$ cat src/rtl/tournament_pipe_if.sv
// Request/result bundle for tournament_pipe.
// The slave side is the selector; the master side is whoever issues
// requests and consumes results.
interface tournament_pipe_if #(
    parameter int NUM_ENTRY = 20,
    parameter int WIDTH_KEY = 8,
    parameter int WIDTH_IDX = $clog2(NUM_ENTRY)
);
    logic                 I_Valid;
    logic                 O_Ready;
    logic                 I_Mode;
    logic [NUM_ENTRY-1:0] I_Mask;
    logic [WIDTH_KEY-1:0] I_Key [NUM_ENTRY];
    logic                 O_Valid;
    logic                 I_Ready;
    logic [WIDTH_KEY-1:0] O_Key;
    logic [WIDTH_IDX-1:0] O_Index;
    logic [NUM_ENTRY-1:0] O_Grant;
    logic                 O_Empty;

    modport master (
        output I_Valid, I_Mode, I_Mask, I_Key, I_Ready,
        input  O_Ready, O_Valid, O_Key, O_Index, O_Grant, O_Empty
    );

    modport slave (
        input  I_Valid, I_Mode, I_Mask, I_Key, I_Ready,
        output O_Ready, O_Valid, O_Key, O_Index, O_Grant, O_Empty
    );
endinterface

$ cat src/rtl/tournament_pipe.sv
// Pipelined radix-4 tournament selector: picks the largest (mode 1) or
// smallest (mode 0) key among masked-in entries, lowest index on ties.
// The tree is stored heap-style: node 0 is the root, children of node n
// are 4n+1..4n+4; indices past the internal nodes address the leaves.
// Every internal node is a register, so tree depth d sits in pipeline
// stage NUM_LEVEL-1-d and the result emerges after NUM_LEVEL cycles.
module tournament_pipe #(
    parameter int NUM_ENTRY = 20,
    parameter int WIDTH_KEY = 8,
    parameter int WIDTH_IDX = $clog2(NUM_ENTRY),
    parameter int NUM_LEVEL = ($clog2(NUM_ENTRY) + 1) / 2
) (
    input  logic            clock,
    input  logic            reset,
    tournament_pipe_if.slave bus
);

    localparam int N_LEAF = 4 ** NUM_LEVEL;
    localparam int N_INT  = (N_LEAF - 1) / 3;
    localparam int MODE_W = (NUM_LEVEL > 1) ? NUM_LEVEL - 1 : 1;

    typedef struct packed {
        logic                 part;
        logic [WIDTH_IDX-1:0] idx;
        logic [WIDTH_KEY-1:0] key;
    } cand_t;

    function automatic int node_depth(input int n);
        int d;
        int m;
        d = 0;
        m = n;
        while (m > 0) begin
            m = (m - 1) / 4;
            d = d + 1;
        end
        return d;
    endfunction

    // Strict compare: an equal key never displaces the earlier (lower-index)
    // candidate, which gives the lower-index tie-break at every level.
    function automatic logic beats(input cand_t c, input cand_t b, input logic mode);
        if (!c.part) return 1'b0;
        if (!b.part) return 1'b1;
        return mode ? (c.key > b.key) : (c.key < b.key);
    endfunction

    function automatic cand_t pick4(input cand_t c0, input cand_t c1,
                                    input cand_t c2, input cand_t c3,
                                    input logic mode);
        cand_t best;
        best = c0;
        if (beats(c1, best, mode)) best = c1;
        if (beats(c2, best, mode)) best = c2;
        if (beats(c3, best, mode)) best = c3;
        if (!best.part) best = '0;
        return best;
    endfunction

    logic [NUM_LEVEL-1:0] r_valid;
    logic [MODE_W-1:0]    r_mode;
    cand_t                r_node [N_INT];
    cand_t                w_next [N_INT];
    cand_t                w_leaf [N_LEAF];
    logic                 w_advance;
    logic [NUM_ENTRY-1:0] w_grant;

    assign w_advance = ~r_valid[NUM_LEVEL-1] | bus.I_Ready;

    // Leaves are gated by I_Valid so that idle cycles load all-zero stage data.
    for (genvar j = 0; j < N_LEAF; j++) begin : g_leaf
        if (j < NUM_ENTRY) begin : g_real
            assign w_leaf[j] = (bus.I_Valid & bus.I_Mask[j])
                             ? cand_t'{1'b1, WIDTH_IDX'(j), bus.I_Key[j]}
                             : '0;
        end else begin : g_pad
            assign w_leaf[j] = '0;
        end
    end

    for (genvar n = 0; n < N_INT; n++) begin : g_node
        localparam int STAGE = NUM_LEVEL - 1 - node_depth(n);
        cand_t w_c [4];
        logic  w_mode;

        for (genvar k = 0; k < 4; k++) begin : g_child
            localparam int C = 4 * n + 1 + k;
            if (C >= N_INT) begin : g_from_leaf
                assign w_c[k] = w_leaf[C - N_INT];
            end else begin : g_from_node
                assign w_c[k] = r_node[C];
            end
        end

        if (STAGE == 0) begin : g_mode_in
            assign w_mode = bus.I_Mode;
        end else begin : g_mode_reg
            assign w_mode = r_mode[STAGE-1];
        end

        assign w_next[n] = pick4(w_c[0], w_c[1], w_c[2], w_c[3], w_mode);
    end

    // Pipeline advance: every stage shifts together or holds together.
    always_ff @(posedge clock) begin
        if (reset) begin
            r_valid <= '0;
            r_mode  <= '0;
            for (int n = 0; n < N_INT; n++) r_node[n] <= '0;
        end else if (w_advance) begin
            r_valid <= (r_valid << 1) | NUM_LEVEL'(bus.I_Valid);
            r_mode  <= (r_mode << 1) | MODE_W'(bus.I_Valid & bus.I_Mode);
            for (int n = 0; n < N_INT; n++) r_node[n] <= w_next[n];
        end
    end

    // One-hot grant of the root survivor, zero when nobody participated.
    always_comb begin
        w_grant = '0;
        for (int j = 0; j < NUM_ENTRY; j++) begin
            if (r_node[0].part && (r_node[0].idx == WIDTH_IDX'(j))) w_grant[j] = 1'b1;
        end
    end

    assign bus.O_Ready = w_advance;
    assign bus.O_Valid = r_valid[NUM_LEVEL-1];
    assign bus.O_Key   = r_node[0].key;
    assign bus.O_Index = r_node[0].idx;
    assign bus.O_Grant = w_grant;
    // Qualified by valid so that bubbles and the reset state read as not-empty.
    assign bus.O_Empty = r_valid[NUM_LEVEL-1] & ~r_node[0].part;

endmodule
$ cat src/flat_wrapper.sv
// flat-port wrapper written by rule: the top's interface ports become plain ports
module tournament_pipe_flat 
#(
    parameter int NUM_ENTRY = 20,
    parameter int WIDTH_KEY = 8,
    parameter int WIDTH_IDX = $clog2(NUM_ENTRY),
    parameter int NUM_LEVEL = ($clog2(NUM_ENTRY) + 1) / 2
)
  (clock, reset, bus_I_Valid, bus_I_Mode, bus_I_Mask, bus_I_Key, bus_I_Ready, bus_O_Ready, bus_O_Valid, bus_O_Key, bus_O_Index, bus_O_Grant, bus_O_Empty);
  tournament_pipe_if #(.NUM_ENTRY(NUM_ENTRY), .WIDTH_KEY(WIDTH_KEY), .WIDTH_IDX(WIDTH_IDX)) bus_i ();
  input  logic clock;
  input  logic reset;
  input wire logic [$bits(bus_i.I_Valid)-1:0] bus_I_Valid;
  input wire logic [$bits(bus_i.I_Mode)-1:0] bus_I_Mode;
  input wire logic [$bits(bus_i.I_Mask)-1:0] bus_I_Mask;
  input wire logic [$bits(bus_i.I_Key)-1:0] bus_I_Key;
  input wire logic [$bits(bus_i.I_Ready)-1:0] bus_I_Ready;
  output wire logic [$bits(bus_i.O_Ready)-1:0] bus_O_Ready;
  output wire logic [$bits(bus_i.O_Valid)-1:0] bus_O_Valid;
  output wire logic [$bits(bus_i.O_Key)-1:0] bus_O_Key;
  output wire logic [$bits(bus_i.O_Index)-1:0] bus_O_Index;
  output wire logic [$bits(bus_i.O_Grant)-1:0] bus_O_Grant;
  output wire logic [$bits(bus_i.O_Empty)-1:0] bus_O_Empty;
  assign bus_i.I_Valid = bus_I_Valid;
  assign bus_i.I_Mode = bus_I_Mode;
  assign bus_i.I_Mask = bus_I_Mask;
  assign bus_i.I_Key = {>>{bus_I_Key}};
  assign bus_i.I_Ready = bus_I_Ready;
  assign bus_O_Ready = bus_i.O_Ready;
  assign bus_O_Valid = bus_i.O_Valid;
  assign bus_O_Key = bus_i.O_Key;
  assign bus_O_Index = bus_i.O_Index;
  assign bus_O_Grant = bus_i.O_Grant;
  assign bus_O_Empty = bus_i.O_Empty;
  tournament_pipe #(.NUM_ENTRY(NUM_ENTRY), .WIDTH_KEY(WIDTH_KEY), .WIDTH_IDX(WIDTH_IDX), .NUM_LEVEL(NUM_LEVEL)) u_core (.clock(clock), .reset(reset), .bus(bus_i));
endmodule
$ cat config.mk
export PLATFORM = sky130hd
export DESIGN_NAME = tournament_pipe_flat
export DESIGN_NICKNAME = d
export VERILOG_FILES = /design/src/rtl/tournament_pipe_if.sv /design/src/rtl/tournament_pipe.sv /design/src/flat_wrapper.sv
export SDC_FILE = /design/constraint.sdc
export NUM_CORES = 1
export LEC_CHECK = 0
export CAP_MARGIN = 20
export CORE_ASPECT_RATIO = 0.7
export CORE_MARGIN = 5
export CORE_UTILIZATION = 50
export CTS_BUF_LIST = sky130_fd_sc_hd__clkbuf_8 sky130_fd_sc_hd__clkbuf_16
export CTS_CLUSTER_DIAMETER = 50
export CTS_CLUSTER_SIZE = 20
export DETAILED_ROUTE_END_ITERATION = 10
export PLACE_DENSITY = 0.77
export SLEW_MARGIN = 20
export SYNTH_ARGS = -nofsm -noshare
export SYNTH_HDL_FRONTEND = slang
export SYNTH_SLANG_ARGS = --single-unit
$ cat constraint.sdc
create_clock -name clock -period 7.72 [get_ports clock]
set_input_delay 1.158 -clock clock [delete_from_list [all_inputs] [get_ports clock]]
set_output_delay 1.158 -clock clock [all_outputs]
set_load 0.01 [all_outputs]
==> reports/qor.txt <==
startpoint of the lowest-slack register-to-register path: u_core.r_node[1][15]$_SDFFCE_PN0P_
Overall Power: 1840 uW
post-cts gate resize count: 0
overall die height: 135 um
synthesized netlist net count: 1665
Remaining DRCs: 0
Mapped Cells: 1328
max frequency: 0.135 GHz
part of the Yosys area used for sequential elements: 26.3%
length in cells of the worst reg-to-reg path: 26
share of the synthesized area in the top cell type: 25.4%
Most used DFF post-synth: edfxtp_1
outcome: finished clean
total count of hold-check failures in the final report: 0
post-route fraction of the period consumed by the critical path: 95.8%
cell at the root of the clock tree: clkbuf_16
Post-synth top cells: and3_1 (153), ha_1 (152), nand2_1 (140)
Port-buffer cells: 220
Final setup viols: 0
maximum level of the CTS H-tree: 3
clock-pin slew on the worst setup and hold paths: 0.07 ns
number of clock sinks seen by CTS: 99
diode insertion count for antenna repair: 0
fillers: 1878
multiplexer share of the synthesized area: 1.93%
leakage power: 0.00592 uW
number of synthesized register bits: 99
number of global-route vias before repair: 10035
area of the multi-input gates: 7610 um2
post-synthesis share of cell area spent on and, or, nand and nor gates: 26.5%
clock buffers created by TritonCTS: 9
final cell count without fillers: 1788
setup TNS: 0 ns
number of enable-type register cells in the synthesized netlist: 94
largest family of logic cells by synthesized area: simple AND/OR/NAND/NOR gates
maximum capacitance violations: 0
area growth from synthesis to final layout: 23.4%
worst hold path cell count: 2
Hold Buf Count CTS: 0
adder-cell share of the synthesized area: 17.1%
Synth area leader: edfxtp_1
kind of end point of the critical path: flop
sum of net half-perimeters after detailed placement: 27200 um
Max Transition Viols Final: 0
fin nets: 1838
Worst R2R End: u_core.r_node[0][23]$_SDFFCE_PN0P_
unrepaired setup endpoints after global routing: false
share of the synthesized netlist area taken by xor and xnor gates: 0%
biggest area contributors in the synthesized netlist: edfxtp_1 (25%), ha_1 (17%), and3_1 (8.6%)
vias post-DR: 11012
Core Box Area: 21800 um2
post-synthesis cell type count: 68
global-route wire length before repair: 53000 um
mean instance size in the synthesized netlist: 8.38 um2
maximum number of pins on one net before global-route repair: 95
critical-path maximum fanout: 17
total wire length after detailed routing: 33700 um
cell count after placement: 1772
final routed wire length divided by cell count: 18.8 um
Max transition margin: 37.1%
ratio of cells with drive above 1 in the final layout: 6.11%
Yosys warning total: 0
Worst VDD drop: 0.138 mV
width of the chip: 188 um
PD cells: 134 nW/um2
Critical Path RT: 7.81 ns
detailed-route vias per instance: 6.16
Worst-Skew Late Latency: 0.34 ns
Compound-Gate Fraction of Synth Area: 22.8%
arrival time of data at the critical path endpoint: 7.49 ns
slack of the worst reg-to-reg path: 1.22 ns
starting DRC count in detailed routing: 1049
share of flip-flops with an asynchronous set or reset: 0%
first-pass detailed-route iteration total: 5
global-route congestion overflow total: 0
initial core utilization: 51.1%
hold crit path type: reg2reg
gp weighted congestion: 0.945
CTS Buffer Depth: 2
post-synth design cell area: 11100 um2
row cnt: 45
transition time at the pin with the least slew margin: 0.943 ns
clk_skew: 0.00799 ns
capture endpoint of the worst hold path: u_core.r_valid[0]$_SDFFE_PP0N_
antenna violation net count after detailed routing: 0
most frequent cell after synthesis: and3_1
GRT Util Overall: 25.4%
number of antenna violations at the first check in global routing: 0
time the final worst path needs with I/O delays and setup: 7.39 ns
TritonCTS clock tree: done
die footprint: 25400 um2
Hold Crit Start: u_core.r_valid[0]$_SDFFE_PP0N_
kind of start point of the critical path: input pin
area used by sequential logic in the layout: 2920 um2
Post CTS Setup Buffer Count: 0
path type of the worst setup path: in2reg
I/O Pins: 221
## logic make-up after synthesis
kind of cell             count (synthesis)
adder cells (fa/ha/maj)                152
multiplexers                            21
flip-flops                              99
buffers and inverters                  124
AND/OR/NAND/NOR                        567
AO/OA/AOI/OAI                          365
## registers in the layout (all words and copies together) (netlist names)
signal / cells
u_core.r_mode: 2
u_core.r_node: 94
u_core.r_valid: 3
## critical path, cell delays in order
cell and delay [ns]:
clkdlybuf4s50_1 0.65, and3_1 0.28, inv_1 0.06, ha_1 0.30, and4b_1 0.21, a211oi_1 0.23, o21ai_1 0.11, mux2_4 0.31
nand2_2 0.26, a22oi_1 0.15, ha_1 0.30, a21oi_1 0.15, nor2_1 0.05, a211oi_1 0.32, a21oi_1 0.13, o21a_1 0.31
a221oi_1 0.45, or2_2 0.20, ha_1 0.23, nor2b_1 0.13, o211ai_1 0.14, a21oi_1 0.09, o21ai_0 0.17, a31o_2 0.33
nand2_1 0.25, o32ai_1 0.50
## metrics by stage
stage | instance area [um2] | worst slack, ns | utilization, % | hold slack [ns]
finish | 13700 | 0.327 | 63.0 | 0.457
global route | 13700 | 0.0141 | 63.0 | 0.479
CTS | 13700 | 0.466 | 63.0 | 0.455
detailed placement | 13400 | 0.122 | 61.6 | 0.446
global placement | 13400 | 0.209 | 61.6 | 0.440
floorplan | 11100 | 0.678 | - | 0.426
## power breakdown
part / switching (uW) / internal, uW
clock network: 199 / 253
registers: 27.6 / 631
logic: 396 / 336
## per-layer routing
layer / up-vias / routed length (um) / part of all wire (%) / track usage, %
met5: - / 0 / 0 / 0
met4: 0 / 336 / 1.0 / 3.56
met3: 30 / 3330 / 9.9 / 4.91
met2: 508 / 13800 / 41 / 37.0
met1: 5077 / 16100 / 48 / 39.6
li1: 5397 / - / - / -
## area by class of cell
cell class	instances	area share, %
Multi-Input combinational cell	1105	55.4
Inverter	44	1.20
Clock buffer	9	1.64
Timing Repair Buffer	242	17.3
Clock inverter	7	0.547
Tap cell	282	2.57
Sequential cell	99	21.3
## cell usage in the layout, fill, tap and decap left out, types with 6 or more instances in the layout
cell | netlist | layout
o21a_1 | 19 | 19
and2_1 | 24 | 24
a211oi_1 | 15 | 15
o31a_1 | 6 | 6
o221ai_1 | 11 | 11
o211ai_1 | 41 | 41
or3_1 | 7 | 7
clkdlybuf4s50_1 | 0 | 219
a31o_2 | 21 | 21
nand3_1 | 22 | 22
or2_2 | 12 | 12
nand4_1 | 46 | 46
o31ai_1 | 6 | 6
nor2b_1 | 23 | 23
nand2b_1 | 22 | 21
a21boi_0 | 8 | 8
buf_4 | 18 | 21
a21oi_1 | 83 | 83
and3_1 | 153 | 153
o21ai_0 | 54 | 54
a31oi_1 | 11 | 11
a221oi_1 | 6 | 6
mux2i_1 | 20 | 20
o32ai_1 | 15 | 15
a21o_1 | 22 | 22
nor3_1 | 17 | 17
clkbuf_16 | 0 | 9
edfxtp_1 | 94 | 94
nand2_1 | 140 | 140
nor2_1 | 88 | 88
a22oi_1 | 7 | 7
ha_1 | 152 | 152
inv_1 | 44 | 44
o22ai_1 | 7 | 7
## worst max-delay path by stage
stage | to | start | slack [ns] | cells past startpoint
6_report | u_core.r_node[1][44]$_SDFFCE_PN0P_ | bus_I_Mask[8] | 0.33 | 26
5_1_grt | u_core.r_node[1][44]$_SDFFCE_PN0P_ | bus_I_Mask[8] | 0.01 | 26
4_1_cts | u_core.r_node[1][44]$_SDFFCE_PN0P_ | bus_I_Mask[8] | 0.47 | 26
3_5_place_dp | u_core.r_node[1][44]$_SDFFCE_PN0P_ | bus_I_Mask[8] | 0.12 | 26
3_3_place_gp | u_core.r_node[1][42]$_SDFFCE_PN0P_ | bus_I_Mask[8] | 0.21 | 26
2_1_floorplan | u_core.r_node[1][37]$_SDFFCE_PN0P_ | bus_I_Valid | 0.68 | 28
(Power assumes the default switching activity.)
